===== config.mk =====
export PLATFORM = sky130hd
export DESIGN_NAME = count_sequencer
export DESIGN_NICKNAME = d
export VERILOG_FILES = /design/src/rtl/count_sequencer.sv
export SDC_FILE = /design/constraint.sdc
export NUM_CORES = 1
export LEC_CHECK = 0
export BUFFER_PORTS_ARGS = -buffer_cell sky130_fd_sc_hd__clkbuf_2
export CELL_PAD_IN_SITES_DETAIL_PLACEMENT = 0
export CELL_PAD_IN_SITES_GLOBAL_PLACEMENT = 1
export CORE_ASPECT_RATIO = 1.1
export CORE_MARGIN = 2
export CORE_UTILIZATION = 44
export DETAILED_ROUTE_END_ITERATION = 8
export PLACE_DENSITY = 0.89
export SLEW_MARGIN = 5
export SYNTH_ARGS = -nofsm -noshare
export SYNTH_HDL_FRONTEND = slang
export SYNTH_SLANG_ARGS = --single-unit

===== constraint.sdc =====
create_clock -name clk -period 3 [get_ports clk]
set_clock_uncertainty 0.1 [all_clocks]
set_input_delay 0.15 -clock clk [delete_from_list [all_inputs] [get_ports clk]]
set_output_delay 0.15 -clock clk [all_outputs]
set_load 0.02 [all_outputs]

===== src/rtl/count_sequencer.sv =====
// Run/pause/idle sequencer driving a bounded up/down counter from a
// rate-selectable prescaler; tick and wrap are single-cycle pulses.
module count_sequencer #(
  parameter int BASE_TICKS = 25000000,
  parameter int PRE_W      = 28,
  parameter int WIDTH      = 4,
  parameter int MAX_VAL    = 9
) (
  input  logic             clk,
  input  logic             rst,
  input  logic             start,
  input  logic             stop,
  input  logic             clear,
  input  logic             load,
  input  logic [WIDTH-1:0] load_val,
  input  logic             dir,
  input  logic [1:0]       rate_sel,
  output logic [WIDTH-1:0] count,
  output logic             tick,
  output logic             wrap,
  output logic             running,
  output logic [1:0]       state
);

  typedef enum logic [1:0] {
    IDLE  = 2'b00,
    RUN   = 2'b01,
    PAUSE = 2'b10
  } state_t;

  localparam logic [WIDTH-1:0] MAXV = WIDTH'(MAX_VAL);
  localparam logic [PRE_W-1:0] BASE = PRE_W'(BASE_TICKS);

  state_t           cur;
  state_t           nxt;
  logic [PRE_W-1:0] pre;
  logic [PRE_W-1:0] thresh;
  logic [1:0]       activeSel;
  logic [WIDTH-1:0] nextCount;
  logic [WIDTH-1:0] loadClamp;
  logic             runEdge;
  logic             tickEdge;
  logic             atWrap;

  assign thresh    = BASE << activeSel;
  assign runEdge   = (cur == RUN) && !clear && !stop;
  assign tickEdge  = runEdge && (pre == thresh - PRE_W'(1));
  assign loadClamp = (load_val > MAXV) ? MAXV : load_val;
  assign atWrap    = dir ? (count == MAXV) : (count == '0);

  always_comb begin
    nextCount = count;
    unique case (1'b1)
      dir && atWrap:   nextCount = '0;
      dir && !atWrap:  nextCount = count + WIDTH'(1);
      !dir && atWrap:  nextCount = MAXV;
      default:         nextCount = count - WIDTH'(1);
    endcase
  end

  always_ff @(posedge clk) begin
    if (rst) cur <= IDLE;
    else     cur <= nxt;
  end

  // load blocks start in IDLE/PAUSE; in RUN load is simply not seen
  always_comb begin
    nxt = cur;
    case (cur)
      IDLE, PAUSE: begin
        if (clear)               nxt = IDLE;
        else if (!load && start) nxt = RUN;
      end
      RUN: begin
        if (clear)      nxt = IDLE;
        else if (stop)  nxt = PAUSE;
      end
      default: nxt = IDLE;
    endcase
  end

  always_comb begin
    running = (cur == RUN);
    state   = cur;
  end

  always_ff @(posedge clk) begin
    if (rst) begin
      count     <= '0;
      pre       <= '0;
      tick      <= 1'b0;
      wrap      <= 1'b0;
      activeSel <= 2'b00;
    end else begin
      tick <= tickEdge;
      wrap <= tickEdge && atWrap;
      if (cur == IDLE || tickEdge) activeSel <= rate_sel;
      if (clear) begin
        count <= '0;
        pre   <= '0;
      end else if (load && cur != RUN) begin
        count <= loadClamp;
      end else if (runEdge) begin
        if (tickEdge) begin
          pre   <= '0;
          count <= nextCount;
        end else begin
          pre <= pre + PRE_W'(1);
        end
      end
    end
  end

endmodule


# Word-level counts from Yosys, hierarchy flattened

Cells that the tools add are included.

Magnitude comparators: 1
Bitwise gates (word level): 1
Shift-type cells: 1
Multiplexer cells: 12
Eq/ne operators: 7
$add $sub $neg: 4
Reduce and logical (&&, ||, !) cells: 24

Operators by type and width:

| operator                                                                 | number |
|---|---|
| 28-bit by 1-bit adder with 28-bit output (second input constant)         | 1 |
| 28-bit equality test                                                     | 1 |
| 28-bit two-way mux                                                       | 1 |
| 25-bit by 2-bit << shifter with 28-bit output (first input constant)     | 1 |
| 28-bit by 1-bit subtractor with 28-bit output (second input constant)    | 1 |
| 4-bit two-way mux                                                        | 4 |
| 4-bit one-hot mux with 3 select lines                                    | 1 |
| 1-bit logical AND                                                        | 9 |
| 2-bit two-way mux                                                        | 4 |
| 3-bit inequality test (second input constant)                            | 2 |
| 2-bit AND reduction                                                      | 3 |
| 1-bit zero test                                                          | 5 |
| 4-bit by 1-bit adder with 4-bit output (second input constant)           | 1 |
| 4-bit equality test (second input constant)                              | 1 |
| 4-bit > comparator (second input constant)                               | 1 |
| 4-bit zero test                                                          | 1 |
| 2-bit one-hot mux with 2 select lines                                    | 1 |
| 2-bit nonzero test                                                       | 2 |
| 2-bit OR reduction                                                       | 2 |
| 4-bit by 1-bit subtractor with 4-bit output (second input constant)      | 1 |
| 2-bit by 1-bit equality test with 1-bit output (second input constant)   | 1 |
| 2-bit equality test (second input constant)                              | 1 |
| 2-bit zero test                                                          | 1 |
| 2-bit by 1-bit inequality test with 1-bit output (second input constant) | 1 |
| other kinds (3)                                                          | 3 |

Input bits: 13
Output and inout port bits: 9
Logic and storage cells: 56
Flip-flop bits (word level): 38

# Logic depth before layout (Yosys ltp)

Word-level depth: 8
Mapped depth: 12
Gate-level depth less buffers: 10

# Worst setup path after synthesis

OpenSTA, ideal clock, no wires.

Path kind: register to register
Start point: reg activeSel[1]
End point: reg pre[10]
Data required time: 2.783 ns
Setup slack: 0.275 ns
Arrival: 2.508 ns
Library setup time: 0.117 ns
Cell stages (with the launch flop): 13
Period minus slack after synthesis: 2.725 ns
Buffers on the path: 3
Cells stage by stage: dfxtp_1 > buf_2 > nor2_1 > inv_1 > ha_1 > nor2b_1 > o21a_1 > or4_1 > a2111oi_4 > nand2b_1 > buf_2 > buf_2 > nor2_1

Cells in the longest elaborated chain, start to end: 5

Ends and longest elaborated chain:

| item                                          | RTL line | text |
|---|---|---|
| start, declared                               | 38       | `logic [1:0] activeSel;` |
| start signal, assigned                        | 97       | `if (cur == IDLE \|\| tickEdge) activeSel <= rate_sel;` |
| 25-bit by 2-bit << shifter with 28-bit output | 45       | `assign thresh = BASE << activeSel;` |
| 28-bit by 1-bit subtractor with 28-bit output | 47       | `assign tickEdge = runEdge && (pre == thresh - PRE_W'(1));` |
| 28-bit equality test                          | 47       |  |
| 1-bit logical AND                             | 47       |  |
| 28-bit two-way mux                            | 104      | `if (tickEdge) begin` |
| end signal, assigned                          | 108      | `pre <= pre + PRE_W'(1);` |
| end, declared                                 | 36       | `logic [PRE_W-1:0] pre;` |

No other way between the ends.
A chain may end at the register's enable or synchronous reset.

# Final worst setup path

Start point: reg activeSel[1]
End point: reg wrap

Cells in the longest elaborated chain, start to end: 5

Ends and longest elaborated chain:

| item                                          | RTL line | text |
|---|---|---|
| 25-bit by 2-bit << shifter with 28-bit output | 45       |  |
| 28-bit by 1-bit subtractor with 28-bit output | 47       |  |
| 28-bit equality test                          | 47       |  |
| 1-bit logical AND                             | 47       |  |
| 1-bit logical AND                             | 96       | `wrap <= tickEdge && atWrap;` |
| end signal, assigned                          | 96       |  |
| end, declared                                 | 20       | `output logic wrap,` |

No other way between the ends.

==> out/results.md <==
### Clock tree
* 0 — post-CTS resize count
* 2 — number of buffers on the longest clock path
* done — CTS tree
* 290 ps — clock insertion delay at the later pin of the skew report
* 38 — number of sinks on the clock net
* 2 — H-tree Lvls
* 0 — hold buffer count at cts
* 0 — post-CTS setup repair buffer count
* 80 ps — clock input transition at the sequential cells of the worst setup and hold paths
* 5 — number of clock buffers inserted by TritonCTS
* clkbuf_8 — Clk Tree Root Cell

### Global route
* 7.17 mm — first-pass GRT wire length
* 0 — initial antenna violation count
* 29 — maximum number of pins on one net before global-route repair
* 16.3% — GRT Resource Usage Total
* 1607 — via count of the first global-routing pass
* 0 — GR Overflow Total

### Synthesis
* 0% — multiplexer area fraction after synthesis
* 0 — number of enable-type register cells in the synthesized netlist
* 0 — synthesis warning total
* 8.47 um^2 — syn_area_per_cell
* 263 — Mapped Nets
* 46 — Unique masters post-synth
* simple AND/OR/NAND/NOR gates — main combinational cell family by area after synthesis
* 38 — post-synthesis sequential element count
* 2070 um^2 — Synth Cell Area
* dfxtp_1 — biggest area consumer among synthesized cells
* 36.7% — Yosys top cell area share
* dfxtp_1 — leading register cell type out of synthesis
* 0% — fraction of synthesis flops using an asynchronous set or reset pin
* 3.38% — adder-cell share of the synthesized area
* dfxtp_1 37%, xor2_1 9.3%, nor2_1 6.7%, xnor2_1 3.4%, nand3_1 2.9% — most area-consuming cells after synthesis
* 12.7% — share of the synthesized netlist area taken by xor and xnor gates
* 245 — cell count after synthesis
* 36.7% — register area share after synthesis
* 12.2% — compound-gate portion of the synthesized area
* 31.5% — simple-gate portion of the synthesized area

### Finish
* 324 — number of cells in the finished layout apart from fillers
* dfxtp_1 — most common cell after layout, fill and taps aside
* 13.5% — P&R area growth vs syn
* 431 — Layout fillers
* 38 x dfxtp_1, 37 x nor2_1, 22 x xor2_1, 21 x clkbuf_2, 13 x nand2_1 — highest-count cells in the layout ignoring fill and taps
* 0 — antenna diode instance count
* 14.6% — ratio of cells with drive above 1 in the final layout
* 285 — Nets

### Hold path
* rate_sel[0] — Worst Min Path Start
* activeSel[0] — Hold Path End
* 3 — WHS Path Cells
* in -> reg — Tightest Hold Check Type

### Run status
* finished, final reports clean — result of the run

### Timing
* 426 ps — actual transition at the worst max-transition pin
* 2790 ps — fin crit period
* 0 ps — Setup TNS
* 92.9% — final clock period utilization by the worst path
* 0 — pins over their slew limit
* 359 MHz — fmax
* 0 — hold violation count in the final report
* 71.2% — Max transition margin
* no — setup repair after global routing missed its margin
* 212 ps — setup ws final
* 0 — Final setup violation count

### Placed design
* 218 ps — worst setup slack before clock tree synthesis
* 21 — number of I/O port buffers
* 3.04 mm — half-perimeter wire length after detailed placement
* 0.813 — Final Wtd Congestion
* 316 — number of cells after detailed placement

### Pwr
* 0.878 nW — Static Leak
* 290 uV — IR Drop Worst-Case VDD
* 434 nW/um^2 — power density of the placed cells

### Routing
* 72 — number of DRC markers after the initial detailed-route iteration
* 5.27 — routed vias/inst
* 0 — residual antenna-violating net count after detailed routing
* 4 — Initial DRT Pass Iterations
* 4.06 mm — wire length after detailed routing
* 12.5 um — Routed WL per cell
* 1707 — via count
* 0 — number of design rule violations left after detail routing

### Critical path
* 10 — number of cells traversed by the worst register-to-register path
* reg -> reg — category of the critical setup timing path
* flop — sort of element at the end of the critical path
* 10 — critical path fanouts, max
* wrap — endpoint of the worst register-to-register path
* 2910 ps — arrival time of data at the critical path endpoint
* 3120 ps — CP Data Required Time
* activeSel[1] — Worst R2R Start
* 210 ps — register-to-register path setup slack
* flop — kind of start point of the critical path

### Die
* 69.5 um — width of the die
* 26 — Row Count
* 5280 um^2 — Die Footprint
* 4590 um^2 — placeable core region
* 45.2% — starting utilization of the core area
* 22 — Boundary Pins
* 76.0 um — overall die height

### Job
* 0 — number of maximum-capacitance violations

## through the flow
stage	area (um^2)	hold WS, ps	power [mW]	utilization (%)
floorplan	2070	119	0.585	-
global placement	2250	315	0.613	49.0
detailed placement	2250	315	0.613	49.0
CTS	2350	0.895	1.03	51.3
global route	2350	4.24	1.07	51.3
finish	2350	3.63	1.02	51.3
## synth_stat cells, types with 5 or more instances
cell	instances
inv_1	7
o21ai_0	9
nor3_1	8
nand2b_1	5
buf_2	7
nor2b_1	7
xnor2_1	8
nand2_1	13
nor2_1	37
nand3_1	12
xor2_1	22
a21oi_1	7
and3_1	6
dfxtp_1	38
nand4_1	9
## worst max-delay path, cell delays in order (launching register included)
cell and delay (ps):
dfxtp_1 390, nor2_1 160, inv_1 70, ha_1 200, nor2b_1 130, o21a_1 160, or4_1 560, a2111oi_4 420
buf_4 220, nor2b_1 180, nor2b_1 140
## cells by family after synthesis
| group | after synthesis |
|---|---|
| buf+inv | 17 |
| fa+ha+maj | 5 |
| xor+xnor | 30 |
| compound gates | 35 |
| flops | 38 |
| simple gates | 120 |
## per-layer routing
layer / part of all wire [%] / global-route usage, %
met2: 45 / 26.1
met4: 1.8 / 5.29
met3: 4.0 / 4.37
met5: 0 / 0
met1: 49 / 21.2
## registers in the layout (all words and copies together), names as in the netlist
name and cells:
tick 1, activeSel 2, state 2, pre 28
wrap 1, count 4
## power breakdown
| part | internal (mW) | switching (mW) | total [mW] | leakage [nW] |
|---|---|---|---|---|
| registers | 0.509 | 0.00855 | 0.518 | 0.307 |
| clock network | 0.245 | 0.176 | 0.421 | 0.0579 |
| logic | 0.0372 | 0.0473 | 0.0845 | 0.513 |
| total | 0.791 | 0.232 | 1.02 | 0.878 |
## worst max path at each step
| stage | from | end | slack (ps) | depth (start not counted) |
|---|---|---|---|---|
| floorplan | activeSel[1] | pre[10] | 270 | 12 |
| global placement | activeSel[1] | pre[0] | 280 | 10 |
| detailed placement | activeSel[1] | wrap | 220 | 10 |
| CTS | activeSel[1] | wrap | 190 | 10 |
| global route | activeSel[1] | wrap | 30 | 10 |
| finish | activeSel[1] | wrap | 210 | 10 |
## final cells by class
cell class	count	area [um^2]	share of cell area, %
Clock inverter	3	40.0	1.70
Clock buffer	5	68.8	2.92
Sequential cell	38	761	32.3
Tap cell	56	70.1	2.98
Inverter	7	26.3	1.12
Timing Repair Buffer	25	148	6.27
Multi-Input combinational cell	190	1240	52.7
Power figures use the tool's default switching activity.
